$ cat config.mk
export PLATFORM = sky130hd
export DESIGN_NAME = fifo_uart_tx_flat
export DESIGN_NICKNAME = d
export VERILOG_FILES = /design/src/rtl/fifo_uart_tx_if.sv /design/src/rtl/fifo_uart_tx.sv /design/src/flat_wrapper.sv
export SDC_FILE = /design/constraint.sdc
export NUM_CORES = 1
export LEC_CHECK = 0
export BUFFER_PORTS_ARGS = -buffer_cell sky130_fd_sc_hd__buf_2
export CAP_MARGIN = 15
export CORE_MARGIN = 5
export CORE_UTILIZATION = 61
export CTS_CLUSTER_SIZE = 20
export DETAILED_ROUTE_END_ITERATION = 10
export PLACE_DENSITY = 0.89
export SYNTH_ARGS = -nofsm -noshare
export SYNTH_HDL_FRONTEND = slang
export SYNTH_SLANG_ARGS = --single-unit
$ cat constraint.sdc
create_clock -name clk -period 4.1 [get_ports clk]
set_input_delay 0.41 -clock clk [delete_from_list [all_inputs] [get_ports clk]]
set_output_delay 0.41 -clock clk [all_outputs]
set_load 0.05 [all_outputs]
$ cat src/rtl/fifo_uart_tx_if.sv
// Read-port bundle between the byte fifo and the UART transmitter that drains it.
// The transmitter (master) owns the pop strobe; the fifo (slave) supplies status and data.
interface fifo_uart_tx_if;
  logic       fifo_emptyB;
  logic [7:0] fifo_rdata;
  logic       fifo_read;

  modport master (input fifo_emptyB, input fifo_rdata, output fifo_read);
  modport slave  (output fifo_emptyB, output fifo_rdata, input fifo_read);
endinterface

$ cat src/rtl/fifo_uart_tx.sv
// Fifo-draining 8N1 UART transmitter: pops one byte per frame and shifts it out LSB first.
// Every output is a register; the fifo data is captured the cycle after the pop strobe.
module fifo_uart_tx #(
  parameter int CLKS_PER_BIT = 16,
  parameter int CNT_W        = 16
) (
  input  logic             clk,
  input  logic             reset,
  fifo_uart_tx_if.master   fifo,
  input  logic             tx_enable,
  output logic             txd,
  output logic             busy,
  output logic [CNT_W-1:0] tx_count
);

  typedef enum logic [2:0] {
    ST_IDLE  = 3'd0,
    ST_FETCH = 3'd1,
    ST_LOAD  = 3'd2,
    ST_START = 3'd3,
    ST_DATA  = 3'd4,
    ST_STOP  = 3'd5
  } state_t;

  localparam logic [CNT_W-1:0] LAST_CNT = CNT_W'(CLKS_PER_BIT - 1);
  localparam logic [CNT_W-1:0] CNT_ONE  = CNT_W'(1);
  localparam logic [CNT_W-1:0] CNT_ZERO = {CNT_W{1'b0}};

  state_t           state_r;
  logic [CNT_W-1:0] cnt_r;
  logic [2:0]       bit_idx_r;
  logic [7:0]       shift_r;
  logic             txd_r;
  logic             busy_r;
  logic             fifo_read_r;
  logic [CNT_W-1:0] tx_count_r;
  logic             period_done_s;

  assign period_done_s  = (cnt_r == LAST_CNT);
  assign txd            = txd_r;
  assign busy           = busy_r;
  assign tx_count       = tx_count_r;
  assign fifo.fifo_read = fifo_read_r;

  // Frame sequencer: fetch, load, then start/data/stop bit periods.
  always_ff @(posedge clk) begin
    if (!reset) begin
      state_r     <= ST_IDLE;
      txd_r       <= 1'b1;
      fifo_read_r <= 1'b0;
      busy_r      <= 1'b0;
      tx_count_r  <= CNT_ZERO;
      cnt_r       <= CNT_ZERO;
      bit_idx_r   <= 3'd0;
      shift_r     <= 8'h00;
    end else begin
      case (state_r)
        ST_IDLE: begin
          txd_r <= 1'b1;
          // emptyB lags a pop by one edge, so it is only trusted here
          if (fifo.fifo_emptyB && tx_enable) begin
            state_r     <= ST_FETCH;
            fifo_read_r <= 1'b1;
            busy_r      <= 1'b1;
          end else begin
            fifo_read_r <= 1'b0;
            busy_r      <= 1'b0;
          end
        end
        ST_FETCH: begin
          fifo_read_r <= 1'b0;
          state_r     <= ST_LOAD;
        end
        ST_LOAD: begin
          shift_r   <= fifo.fifo_rdata;
          cnt_r     <= CNT_ZERO;
          bit_idx_r <= 3'd0;
          txd_r     <= 1'b0;
          state_r   <= ST_START;
        end
        ST_START: begin
          if (period_done_s) begin
            cnt_r   <= CNT_ZERO;
            txd_r   <= shift_r[0];
            state_r <= ST_DATA;
          end else begin
            cnt_r <= cnt_r + CNT_ONE;
          end
        end
        ST_DATA: begin
          if (period_done_s) begin
            cnt_r   <= CNT_ZERO;
            shift_r <= {1'b0, shift_r[7:1]};
            if (bit_idx_r == 3'd7) begin
              txd_r   <= 1'b1;
              state_r <= ST_STOP;
            end else begin
              txd_r     <= shift_r[1];
              bit_idx_r <= bit_idx_r + 3'd1;
            end
          end else begin
            cnt_r <= cnt_r + CNT_ONE;
          end
        end
        ST_STOP: begin
          if (period_done_s) begin
            cnt_r      <= CNT_ZERO;
            tx_count_r <= tx_count_r + CNT_ONE;
            busy_r     <= 1'b0;
            state_r    <= ST_IDLE;
          end else begin
            cnt_r <= cnt_r + CNT_ONE;
          end
        end
        default: begin
          state_r     <= ST_IDLE;
          txd_r       <= 1'b1;
          fifo_read_r <= 1'b0;
          busy_r      <= 1'b0;
          cnt_r       <= CNT_ZERO;
        end
      endcase
    end
  end

endmodule

$ cat src/flat_wrapper.sv
// flat-port wrapper written by rule: the top's interface ports become plain ports
module fifo_uart_tx_flat 
#(
  parameter int CLKS_PER_BIT = 16,
  parameter int CNT_W        = 16
)
  (clk, reset, tx_enable, txd, busy, tx_count, fifo_fifo_emptyB, fifo_fifo_rdata, fifo_fifo_read);
  fifo_uart_tx_if fifo_i ();
  input  logic clk;
  input  logic reset;
  input  logic tx_enable;
  output logic txd;
  output logic busy;
  output logic [CNT_W-1:0] tx_count;
  input wire logic [$bits(fifo_i.fifo_emptyB)-1:0] fifo_fifo_emptyB;
  input wire logic [$bits(fifo_i.fifo_rdata)-1:0] fifo_fifo_rdata;
  output wire logic [$bits(fifo_i.fifo_read)-1:0] fifo_fifo_read;
  assign fifo_i.fifo_emptyB = fifo_fifo_emptyB;
  assign fifo_i.fifo_rdata = fifo_fifo_rdata;
  assign fifo_fifo_read = fifo_i.fifo_read;
  fifo_uart_tx #(.CLKS_PER_BIT(CLKS_PER_BIT), .CNT_W(CNT_W)) u_core (.clk(clk), .reset(reset), .fifo(fifo_i), .tx_enable(tx_enable), .txd(txd), .busy(busy), .tx_count(tx_count));
endmodule
==> key figures <==
Floorplanning
  – Core ar.: 3914 sq um
  – Die W: 73.02 microns
  – Die H: about 73 microns
  – Io pins: 31
  – Placement Rows: 23
  – Die area: 5331 sq um
  – Initial Util: 61.89%

Critical path
  – Count of buffer and inverter cells on the critical path: 0
  – Worst-path maximum fanout: 15
  – Crit Path Category: flop to flop
  – CP max stage delay: 620 ps
  – Crit path required time: between 4000 and 5000 ps
  – Reg2reg path depth: 4
  – Internal reg-to-reg setup slack: ~1700 ps
  – CP Data Arrival Time: 2660 ps
  – Critical path, cell by cell: nor2b_1, nand4_1, or4_1, a21oi_1
  – Kind of end point of the critical path: flop
  – CP top delay family: simple AND/OR/NAND/NOR gates
  – Max stage delay cell, worst path: or4_1
  – Critical path launch point type: flop
  – R2R Path Start: u_core.state_r[2]
  – Reg-to-reg endpoint: u_core.tx_count[12]

STA
  – # setup viols final: 0
  – Fin Setup TNS: 0 ps
  – Final hold vios: 0
  – Max-slew headroom: 57.41%
  – Worst slew pin tran: between 600 and 700 ps
  – Fmax achieved: just over 400 MHz
  – Fin crit period: between 2000 and 2500 ps
  – Pins Over Slew Limit: 0
  – Unrepaired setup endpoints after global routing: no
  – Fin crit share: 59.44%
  – Clock Skew: 3.747 ps

Routing
  – WL per Instance: 14.73 microns
  – Post-route ant nets: 0
  – # DRC: 0
  – Via density: 6.311
  – Total number of vias: roughly 2200
  – DR pass1 iterations: 4
  – Initial DRC Count: 216
  – Final wirelength: 5113 microns

Pwr
  – Combinational power share: 9.5%
  – Pwr Density: ~320 nW/um^2
  – Flop pwr share: 60.1%
  – P_int: 636.7 uW
  – Worst vdd ir: 0.2524 mV
  – Net switching power: 214.3 uW
  – LEAKAGE: 0.0009200 uW
  – Clk pwr share: 30.4%
  – Net Sw Frac: 25.18%

Placed design
  – GP Congestion: 0.8950
  – HPWL Detailed: 3588 microns
  – Placed inst area: 2564 sq um
  – PortBufs: 30

Clock network
  – Cts repair resizes: 0
  – Post-CTS setup buffers: 0
  – Skew-Pair Late Insertion Delay: 300 ps
  – Root Buffer: clkbuf_8
  – Clock net sink count: 49
  – CTS tree: yes
  – Htree depth: 2
  – Clk slew on worst S/H paths: 80 ps
  – Hold-fix buffers, CTS: 0
  – Num CTS Buffers: 5
  – Max clock buf depth: 2

Yosys
  – Post-synthesis cell count: 280
  – Ys Warns: 0
  – Yosys top cell area share: 40.50%
  – Post-synth EDFFs: 0
  – Sequential area share after synthesis: 40.50%
  – Synthesized Nets: between 200 and 300
  – Post-synth ARST share: 0%
  – Top post-synthesis cells by area: dfxtp_1 40%, a21oi_1 6.6%, or4_1 4.3%
  – Main flop type after synthesis: dfxtp_1
  – Mapped Area: between 2000 and 2500 sq um
  – Cell variety after synth: 41
  – Synth Area per Inst: 8.651 sq um
  – Seq cells post-synth: 49
  – Synth area leader: dfxtp_1

Layout
  – Area grow syn2layout: 8.884%
  – Commonest cells after routing, fill and taps aside: 49 x dfxtp_1, 32 x a21oi_1, 30 x buf_2
  – Antenna cells: 0
  – Non-Filler Cell Area, Final: ~2600 sq um
  – Layout cells sized above 1: 15.49%
  – Nets: 314
  – Filler cells: 331
  – Leading cell type in the layout, fill and taps excluded: dfxtp_1

Global routing
  – Final global-route overflow total: 0
  – GRT Resource Usage Total: roughly a fifth
  – Antenna violations before repair: 0
  – Largest net degree at the start of global routing: 39
  – First-pass GRT wire length: 8576 microns
  – Vias in the first global route: 1918

Flow run
  – Max-Cap Viols: 0

Outcome
  – Status: finished clean

Hold path
  – Hold EP: u_core.shift_r[7]
  – Beginning of the worst hold path: fifo_fifo_rdata[7]
  – Hold path depth: 3
  – Min-delay worst type: input pin to flop
## stage by stage
stage	hold slack [ps]	std cells	worst slack, ps	util, %	power [uW]
after floorplan	450.2	280	2126	-	582.2
after global placement	462.8	341	1844	65.51	599.4
after detailed placement	481.1	341	1716	65.51	603.5
after CTS	380.5	347	1670	67.39	859.6
after global routing	389.6	347	1436	67.39	889.1
final	390.4	347	1663	67.39	851.0
## area by class of cell
type                    count  area (sq um)  area share [%]
flip-flops and latches     49         980.9           37.19
inverters                   9         33.78           1.281
repair buffers             31         157.7           5.977
clock inverters             1         5.005          0.1898
clock buffers               5         68.82           2.609
well taps                  50         62.56           2.372
multi-input cells         202          1329           50.38
## worst max-delay path by stage
stage	cells past startpoint	slack, ps	start	to
after detailed placement	4	1720	u_core.state_r[2]	u_core.tx_count[10]
after CTS	4	1670	u_core.state_r[2]	u_core.tx_count[10]
after floorplan	5	2130	u_core.tx_count[3]	u_core.tx_count[9]
after global placement	4	1840	u_core.state_r[2]	u_core.tx_count[10]
after global routing	4	1440	u_core.state_r[2]	u_core.tx_count[10]
final	4	1660	u_core.state_r[2]	u_core.tx_count[12]
## tightest hold or removal path: stages
cell and delay, ps:
buf_2 100, nand3b_1 70, a21oi_1 60
## cells in the mapped netlist, drive strengths merged (4+ instances only)
library cell and n:
xnor2 7, or3 6, o31ai 12, or4 15
clkbuf 14, dfxtp 49, o21a 11, nor2 8
nand2b 5, nand2 12, nand3 16, ha 4
a21oi 32, nor3 4, o221a 7, and4 4
buf 6, a22oi 5, nor4 6, nand4 9
o21ai 13, inv 9
## power by group through the flow
| stage | Combinational [uW] | Sequential (uW) | Clock (uW) |
|---|---|---|---|
| 6_report | 81.2 | 511 | 259 |
| 5_1_grt | 89.4 | 514 | 286 |
| 4_1_cts | 81.6 | 511 | 267 |
| 3_5_place_dp | 81.5 | 522 | 0 |
| 3_3_place_gp | 78.5 | 521 | 0 |
| 2_1_floorplan | 62.2 | 520 | 0 |
## logic make-up (layout without fill, tap and decap cells)
group,after synthesis,in the layout,share of synthesized area (%)
AOI/OAI and AO/OA,95,95,26.50
xor gates and xnor gates,9,9,3.254
adders and majority gates,4,4,2.066
buffers and inverters,29,46,4.648
DFF,49,49,40.50
muxes,3,3,1.240
and+or+nand+nor,91,91,21.80
## flip-flops by register name, summed over array words and instances (netlist names)
signal	flops
u_core.cnt_r	16
u_core.fifo.fifo_read	1
u_core.shift_r	8
u_core.busy	1
u_core.tx_count	16
u_core.state_r	3
u_core.txd	1
u_core.bit_idx_r	3
## metal layers
layer,global-route usage (%),part of all wire (%)
met1,25.56,44
met2,32.57,49
met3,4.959,4.8
met4,7.377,1.4
met5,0,0
(Power assumes the default switching activity.)
